File: src/rtl/cp0_exc_if.sv
// CP0 exception controller bus: mtc0/mfc0 access, victim info, interrupt lines and redirect outputs.
interface cp0_exc_if;
  logic        we;
  logic [4:0]  cp0_addr;
  logic [31:0] cp0_wdata;
  logic [31:0] vpc;
  logic        bd_in;
  logic [4:0]  exc_code_in;
  logic [5:0]  hw_int;
  logic        eret;
  logic        req;
  logic [31:0] handler_pc;
  logic [31:0] epc_out;
  logic [31:0] cp0_rdata;

  modport master (
    output we, cp0_addr, cp0_wdata, vpc, bd_in, exc_code_in, hw_int, eret,
    input  req, handler_pc, epc_out, cp0_rdata
  );
  modport slave (
    input  we, cp0_addr, cp0_wdata, vpc, bd_in, exc_code_in, hw_int, eret,
    output req, handler_pc, epc_out, cp0_rdata
  );
endinterface

File: src/rtl/cp0_exc_ctrl.sv
// Coprocessor-0 exception/interrupt controller (SR/Cause/EPC/PRId) at the M stage.
// Define CP0_TIMER_EN to add Count(9)/Compare(11) and the timer interrupt on IP[15].
module cp0_exc_ctrl #(
  parameter logic [31:0] PRID    = 32'h2022_1104,
  parameter logic [31:0] HANDLER = 32'h0000_4180
) (
  input logic      clk,
  input logic      reset,
  cp0_exc_if.slave bus
);
  logic [5:0]  im_q, im_d, ip_q, ip_d;
  logic        exl_q, exl_d, ie_q, ie_d, bd_q, bd_d;
  logic [4:0]  code_q, code_d;
  logic [31:0] epc_q, epc_d;
  logic        int_req, exc_req, req, wr;
  logic [31:0] vpc_al, victim;
  logic        unused_vpc;

  assign unused_vpc = ^bus.vpc[1:0];

`ifdef CP0_TIMER_EN
  logic [31:0] count_q, count_d, compare_q, compare_d;
  logic        pend_q, pend_d;

  assign ip_d = {bus.hw_int[5] | pend_q, bus.hw_int[4:0]};

  always_comb begin
    count_d   = count_q + 32'd1;
    compare_d = compare_q;
    pend_d    = pend_q | (count_q == compare_q);
    if (wr && bus.cp0_addr == 5'd9) count_d = bus.cp0_wdata;
    // A Compare write acknowledges the timer even on a matching cycle
    if (wr && bus.cp0_addr == 5'd11) begin
      compare_d = bus.cp0_wdata;
      pend_d    = 1'b0;
    end
  end

  always_ff @(posedge clk) begin
    if (reset) begin
      count_q   <= '0;
      compare_q <= '0;
      pend_q    <= 1'b0;
    end else begin
      count_q   <= count_d;
      compare_q <= compare_d;
      pend_q    <= pend_d;
    end
  end
`else
  assign ip_d = bus.hw_int;
`endif

  // Interrupt uses the IP value being latched this cycle, not the stale one
  assign int_req = (|(ip_d & im_q)) & ie_q & ~exl_q;
  assign exc_req = (bus.exc_code_in != 5'd0) & ~exl_q;
  assign req     = ~reset & (int_req | exc_req);
  assign wr      = bus.we & ~req;
  assign vpc_al  = {bus.vpc[31:2], 2'b00};
  assign victim  = bus.bd_in ? vpc_al - 32'd4 : vpc_al;

  always_comb begin
    im_d   = im_q;
    ie_d   = ie_q;
    exl_d  = exl_q;
    bd_d   = bd_q;
    code_d = code_q;
    epc_d  = epc_q;
    if (wr && bus.cp0_addr == 5'd12) begin
      im_d  = bus.cp0_wdata[15:10];
      ie_d  = bus.cp0_wdata[0];
      exl_d = bus.cp0_wdata[1];
    end
    if (wr && bus.cp0_addr == 5'd14) epc_d = {bus.cp0_wdata[31:2], 2'b00};
    if (bus.eret) exl_d = 1'b0;
    if (req) begin
      exl_d  = 1'b1;
      bd_d   = bus.bd_in;
      code_d = int_req ? 5'd0 : bus.exc_code_in;
      epc_d  = victim;
    end
  end

  always_ff @(posedge clk) begin
    if (reset) begin
      im_q   <= '0;
      ie_q   <= 1'b0;
      exl_q  <= 1'b0;
      bd_q   <= 1'b0;
      code_q <= '0;
      ip_q   <= '0;
      epc_q  <= '0;
    end else begin
      im_q   <= im_d;
      ie_q   <= ie_d;
      exl_q  <= exl_d;
      bd_q   <= bd_d;
      code_q <= code_d;
      ip_q   <= ip_d;
      epc_q  <= epc_d;
    end
  end

  always_comb begin
    bus.cp0_rdata = '0;
    unique case (bus.cp0_addr)
      5'd12:   bus.cp0_rdata = {16'b0, im_q, 8'b0, exl_q, ie_q};
      5'd13:   bus.cp0_rdata = {bd_q, 15'b0, ip_q, 3'b0, code_q, 2'b0};
      5'd14:   bus.cp0_rdata = epc_q;
      5'd15:   bus.cp0_rdata = PRID;
`ifdef CP0_TIMER_EN
      5'd9:    bus.cp0_rdata = count_q;
      5'd11:   bus.cp0_rdata = compare_q;
`endif
      default: bus.cp0_rdata = '0;
    endcase
  end

  assign bus.req        = req;
  assign bus.handler_pc = HANDLER;
  assign bus.epc_out    = (bus.we && bus.cp0_addr == 5'd14 && !req) ?
                          {bus.cp0_wdata[31:2], 2'b00} : epc_q;
endmodule

File: src/flat_wrapper.sv
// flat-port wrapper written by rule: the top's interface ports become plain ports
module cp0_exc_ctrl_flat 
#(
  parameter logic [31:0] PRID    = 32'h2022_1104,
  parameter logic [31:0] HANDLER = 32'h0000_4180
)
  (clk, reset, bus_we, bus_cp0_addr, bus_cp0_wdata, bus_vpc, bus_bd_in, bus_exc_code_in, bus_hw_int, bus_eret, bus_req, bus_handler_pc, bus_epc_out, bus_cp0_rdata);
  cp0_exc_if bus_i ();
  input logic clk;
  input logic reset;
  input wire logic [$bits(bus_i.we)-1:0] bus_we;
  input wire logic [$bits(bus_i.cp0_addr)-1:0] bus_cp0_addr;
  input wire logic [$bits(bus_i.cp0_wdata)-1:0] bus_cp0_wdata;
  input wire logic [$bits(bus_i.vpc)-1:0] bus_vpc;
  input wire logic [$bits(bus_i.bd_in)-1:0] bus_bd_in;
  input wire logic [$bits(bus_i.exc_code_in)-1:0] bus_exc_code_in;
  input wire logic [$bits(bus_i.hw_int)-1:0] bus_hw_int;
  input wire logic [$bits(bus_i.eret)-1:0] bus_eret;
  output wire logic [$bits(bus_i.req)-1:0] bus_req;
  output wire logic [$bits(bus_i.handler_pc)-1:0] bus_handler_pc;
  output wire logic [$bits(bus_i.epc_out)-1:0] bus_epc_out;
  output wire logic [$bits(bus_i.cp0_rdata)-1:0] bus_cp0_rdata;
  assign bus_i.we = bus_we;
  assign bus_i.cp0_addr = bus_cp0_addr;
  assign bus_i.cp0_wdata = bus_cp0_wdata;
  assign bus_i.vpc = bus_vpc;
  assign bus_i.bd_in = bus_bd_in;
  assign bus_i.exc_code_in = bus_exc_code_in;
  assign bus_i.hw_int = bus_hw_int;
  assign bus_i.eret = bus_eret;
  assign bus_req = bus_i.req;
  assign bus_handler_pc = bus_i.handler_pc;
  assign bus_epc_out = bus_i.epc_out;
  assign bus_cp0_rdata = bus_i.cp0_rdata;
  cp0_exc_ctrl #(.PRID(PRID), .HANDLER(HANDLER)) u_core (.clk(clk), .reset(reset), .bus(bus_i));
endmodule
File: config.mk
export PLATFORM = sky130hd
export DESIGN_NAME = cp0_exc_ctrl_flat
export DESIGN_NICKNAME = d
export VERILOG_FILES = /design/src/rtl/cp0_exc_if.sv /design/src/rtl/cp0_exc_ctrl.sv /design/src/flat_wrapper.sv
export SDC_FILE = /design/constraint.sdc
export NUM_CORES = 1
export LEC_CHECK = 0
export BUFFER_PORTS_ARGS = -buffer_cell sky130_fd_sc_hd__buf_2
export CAP_MARGIN = 15
export CORE_ASPECT_RATIO = 0.9
export CORE_MARGIN = 2
export CORE_UTILIZATION = 47
export DETAILED_ROUTE_END_ITERATION = 12
export GPL_ROUTABILITY_DRIVEN = 0
export MAX_ROUTING_LAYER = met4
export PLACE_DENSITY = 0.82
export SYNTH_ARGS = -nofsm -noshare
export SYNTH_HDL_FRONTEND = slang
export SYNTH_SLANG_ARGS = --single-unit
File: constraint.sdc
create_clock -name clk -period 5.6 [get_ports clk]
set_input_delay 0.84 -clock clk [delete_from_list [all_inputs] [get_ports clk]]
set_output_delay 0.84 -clock clk [all_outputs]
set_load 0.005 [all_outputs]
* Word level (Yosys, flattened, before mapping)
Index checks and enable logic that the tools add are counted.
Cells by class: add/sub/neg operators 1, eq/ne operators 4, muxes and demuxes 9, bitwise logic cells 10, reductions and logical operators 9
Operator list (count):
- $mux W32 | 4
- $pmux W32 S4 | 1
- $sub A32 B3 Y32 const B | 1
- $eq A5 B4 Y1 const B | 4
- $and A6 B6 Y6 | 1
- $reduce_or A6 Y1 | 1
- $and A1 B1 Y1 | 5
- $mux W5 | 1
- $reduce_bool A5 Y1 | 1
- $logic_and A1 B1 Y1 | 4
- $mux W1 | 3
- $not A1 Y1 | 3
- $reduce_bool A3 Y1 | 1
- $reduce_bool A2 Y1 | 1
- $logic_not A1 Y1 | 1
- $or A1 B1 Y1 | 1
Word-level totals: flip-flop bits (word level) 52, bits of input ports 85, output and inout port bits 97, logic and storage cells 40

* Longest topological paths before layout
depth in word-level cells 12, mapped depth 8, gate-level depth less buffers 7

* Worst setup path after synthesis
Ideal clock, no wire load.
kind input port to output port, start input port bus_exc_code_in[3], end output port bus_epc_out[10], arrival 2.544 ns, data required time 4.760 ns, path slack 2.216 ns, stages on the path 7, buffers on the path 2, cell sequence nor3_1 -> a21oi_1 -> or2_2 -> buf_2 -> a21boi_0 -> buf_2 -> mux2_2
Between the ends: longest elaborated chain between the ends 7
RTL lines:
- from (decl) | RTL line flat_wrapper.sv:16 | input wire logic [$bits(bus_i.exc_code_in)-1:0] bus_exc_code_in;
- $reduce_bool A5 Y1 | RTL line cp0_exc_ctrl.sv:56 | assign exc_req = (bus.exc_code_in != 5'd0) & ~exl_q;
- $and A1 B1 Y1 | RTL line cp0_exc_ctrl.sv:56
- $or A1 B1 Y1 | RTL line cp0_exc_ctrl.sv:57 | assign req = ~reset & (int_req | exc_req);
- $and A1 B1 Y1 | RTL line cp0_exc_ctrl.sv:57
- $logic_not A1 Y1 | RTL line cp0_exc_ctrl.sv:121 | assign bus.epc_out = (bus.we && bus.cp0_addr == 5'd14 && !req) ?
- $logic_and A1 B1 Y1 | RTL line cp0_exc_ctrl.sv:121
- $mux W32 | RTL line cp0_exc_ctrl.sv:121
- to (decl) | RTL line flat_wrapper.sv:21 | output wire logic [$bits(bus_i.epc_out)-1:0] bus_epc_out;
No other way between the ends.

* Final worst setup path
start input port bus_exc_code_in[3], end output port bus_epc_out[23]
The elaborated chain is that of the path after synthesis.

==> results_dict.tcl <==
set metrics [dict create \
    grt_pass1_vias 3332 \
    finalSetupTns_ps 0 \
    regArea_um2 1000 \
    rows 30 \
    area_growth_pct 21.7 \
    grt_pass1_wl_mm 16.2 \
    avgRoutedWirePerCell_um 15.9 \
    fill_cells 692 \
    clkTransAtPathRegs_ps 100 \
    numCtsBuffers 5 \
    synth-edff-count 0 \
    static-leakage-power_nw 1.97 \
    critPathTopFamily "compound AO/OA/AOI/OAI gates" \
    min_period_ps 4370 \
    syn_inst 428 \
    yosysMostFrequentCell "nor2_1" \
    end_kind "primary output" \
    finalCritPeriodShare_pct 78.0 \
    cp_slowest_stage_delay_ps 910 \
    portBuffers 145 \
    post_cts_buffers 0 \
    drt_iter0_drc 99 \
    arrival_ps 3530 \
    dp_hpwl_mm 7.72 \
    core_area_um2 7540 \
    synth_cell_types 51 \
    ys_ff_latch 50 \
    clk_path_buf_depth 2 \
    setup_viol 0 \
    drive_gt1_share_pct 38.0 \
    critPathSlowestCell "a21boi_4" \
    yosys.area.top_type "dfxtp_1" \
    ios 182 \
    status "complete, no violations" \
    multi_input_comb_area_um2 2430 \
    htree_levels 2 \
    final_net_count 643 \
    power_density_nw_per_um2 206 \
    drtAntennaViolNets 0 \
    grt_max_degree 40 \
    drv_slew 0 \
    clk_latency_ps 310 \
    cp-start-kind "input port" \
    track_usage_pct 24.2 \
    viasPerCell 5.38 \
    yosysTopAreaCellShare_pct 27.3 \
    routed-via-count 3522 \
    wirelength_mm 10.4 \
    critPathMostFrequentCell "buf_2" \
    crit_type "input port to primary output" \
    clock.fmax_ghz 0.229 \
    cts_hold_buf 0 \
    synth_common_cells "nor2_1, dfxtp_1, mux2_2" \
    cp_cell_sequence "buf_2 > nor3_1 > a21oi_1 > or2_2 > a21boi_4 > mux2_2 > buf_2" \
    antenna_found_initial 1 \
    post_cts_resized 0 \
    dieArea_um2 8530 \
    synthFlopType "dfxtp_1" \
    maxCapViolations 0 \
    synth_area_um2 3670 \
    cp_num_buf_inv 2 \
    worst_slew_pin_slew_ps 1090 \
    start_util_pct 48.6 \
    cts_tree "yes" \
    first_pass_iters 4 \
    synth.area.top_cells "dfxtp_1, mux2_2, mux2i_1" \
    hold_viol 0 \
    hold_path_class "flop to flop" \
    ir_drop_mv 0.151 \
    dpl-instance-area_um2 4310 \
    cp_max_fo 30 \
    grt_overflow 0 \
    post-route-cell-area_um2 4470 \
    die_x_um 97.1 \
    synthArstFlopShare_pct 0 \
    avgSynthCellArea_um2 8.57 \
    clock_sinks 50 \
    ys_seq_area_share_pct 27.3 \
    cts-root-buf "clkbuf_8" \
    rsz0062_at_grt "no" \
    slew_headroom_pct 27.0 \
    cp.required_ps 4760 \
    synth_warnings 0 \
    die_h_um 87.8 \
    clock_skew_ps 12.9 \
    drc 0 \
]
report_power, final:
group          internal, mW  total, mW  leakage, nW  switching (mW)
clock                 0.179      0.308       0.0683           0.129
combinational        0.0987      0.208         1.49           0.109
sequential            0.383      0.403        0.415          0.0201
total                 0.660      0.918         1.97           0.258
path summary, 6_finish.rpt:
kind	end	slack (ps)	cells after the start	startpoint
max reg2reg	u_core.epc_q[24]	3390	5	u_core.im_q[0]
max	bus_epc_out[23]	1230	7	bus_exc_code_in[3]
min reg2reg	u_core.bd_q	480	2	u_core.bd_q
min	u_core.bd_q	480	2	u_core.bd_q
worst reg2reg max path, delay by kind of cell (launching register included):
family           cells  cell delay [ps]
AND/OR/NAND/NOR      1              610
AO/OA/AOI/OAI        4             1160
flip-flops           1              370
sequential cells by signal, indices dropped and copies added (netlist names):
name and flops:
u_core.epc_q 30, u_core.im_q 6, u_core.ip_q 6, u_core.code_q 5, u_core.bd_q 1, u_core.exl_q 1, u_core.ie_q 1
logic make-up (layout without fill, tap and decap cells):
kind of cell | count (synthesis) | count (layout) | share of synthesized area, %
simple gates | 138 | 138 | 20.8
other cells | 2 | 35 | 0.205
fa+ha+maj | 1 | 1 | 0.341
flops | 50 | 50 | 27.3
mux | 75 | 75 | 21.8
buf+inv | 63 | 161 | 10.4
compound gates | 73 | 73 | 13.1
xor+xnor | 26 | 26 | 6.21
per-layer routing:
metal	share of wire [%]	track usage [%]
met5	0	-
met4	1.5	7.30
met3	7.1	4.95
met2	48	42.1
met1	44	28.4
layout by cell type, fill, tap and decap left out, drive strengths merged, types with 4 or more instances in the layout:
| cell type | synthesis | routed |
|---|---|---|
| a211oi | 23 | 23 |
| a21boi | 4 | 4 |
| a21oi | 22 | 22 |
| a22oi | 8 | 8 |
| and2 | 14 | 14 |
| buf | 43 | 149 |
| clkbuf | 16 | 5 |
| conb | 2 | 34 |
| dfxtp | 50 | 50 |
| inv | 4 | 4 |
| mux2 | 39 | 39 |
| mux2i | 36 | 36 |
| nand2 | 4 | 4 |
| nor2 | 60 | 60 |
| nor2b | 14 | 14 |
| nor3 | 13 | 13 |
| nor4 | 7 | 7 |
| o21ai | 10 | 10 |
| or3 | 4 | 4 |
| xnor2 | 23 | 23 |
per-stage QoR:
| stage | util (%) | total power, mW | instances | setup slack (ps) | hold slack (ps) |
|---|---|---|---|---|---|
| after floorplan | - | 0.540 | 460 | 2220 | 432 |
| after global placement | 57.2 | 0.607 | 645 | 1280 | 454 |
| after detailed placement | 57.2 | 0.615 | 645 | 1250 | 461 |
| after CTS | 59.0 | 0.924 | 653 | 1240 | 475 |
| final | 59.2 | 0.918 | 655 | 1230 | 478 |
| after global routing | 59.2 | 0.962 | 655 | 1080 | 526 |
layout make-up:
class,count,share of cell area [%]
antenna,1,0.0560
timing repair buffer,149,17.0
clock inverter,3,1.54
multi-input combinational,347,54.4
tap,96,2.69
inverter,4,0.336
sequential,50,22.4
clock buffer,5,1.54
Note: power is estimated with default switching activity, not from simulation.
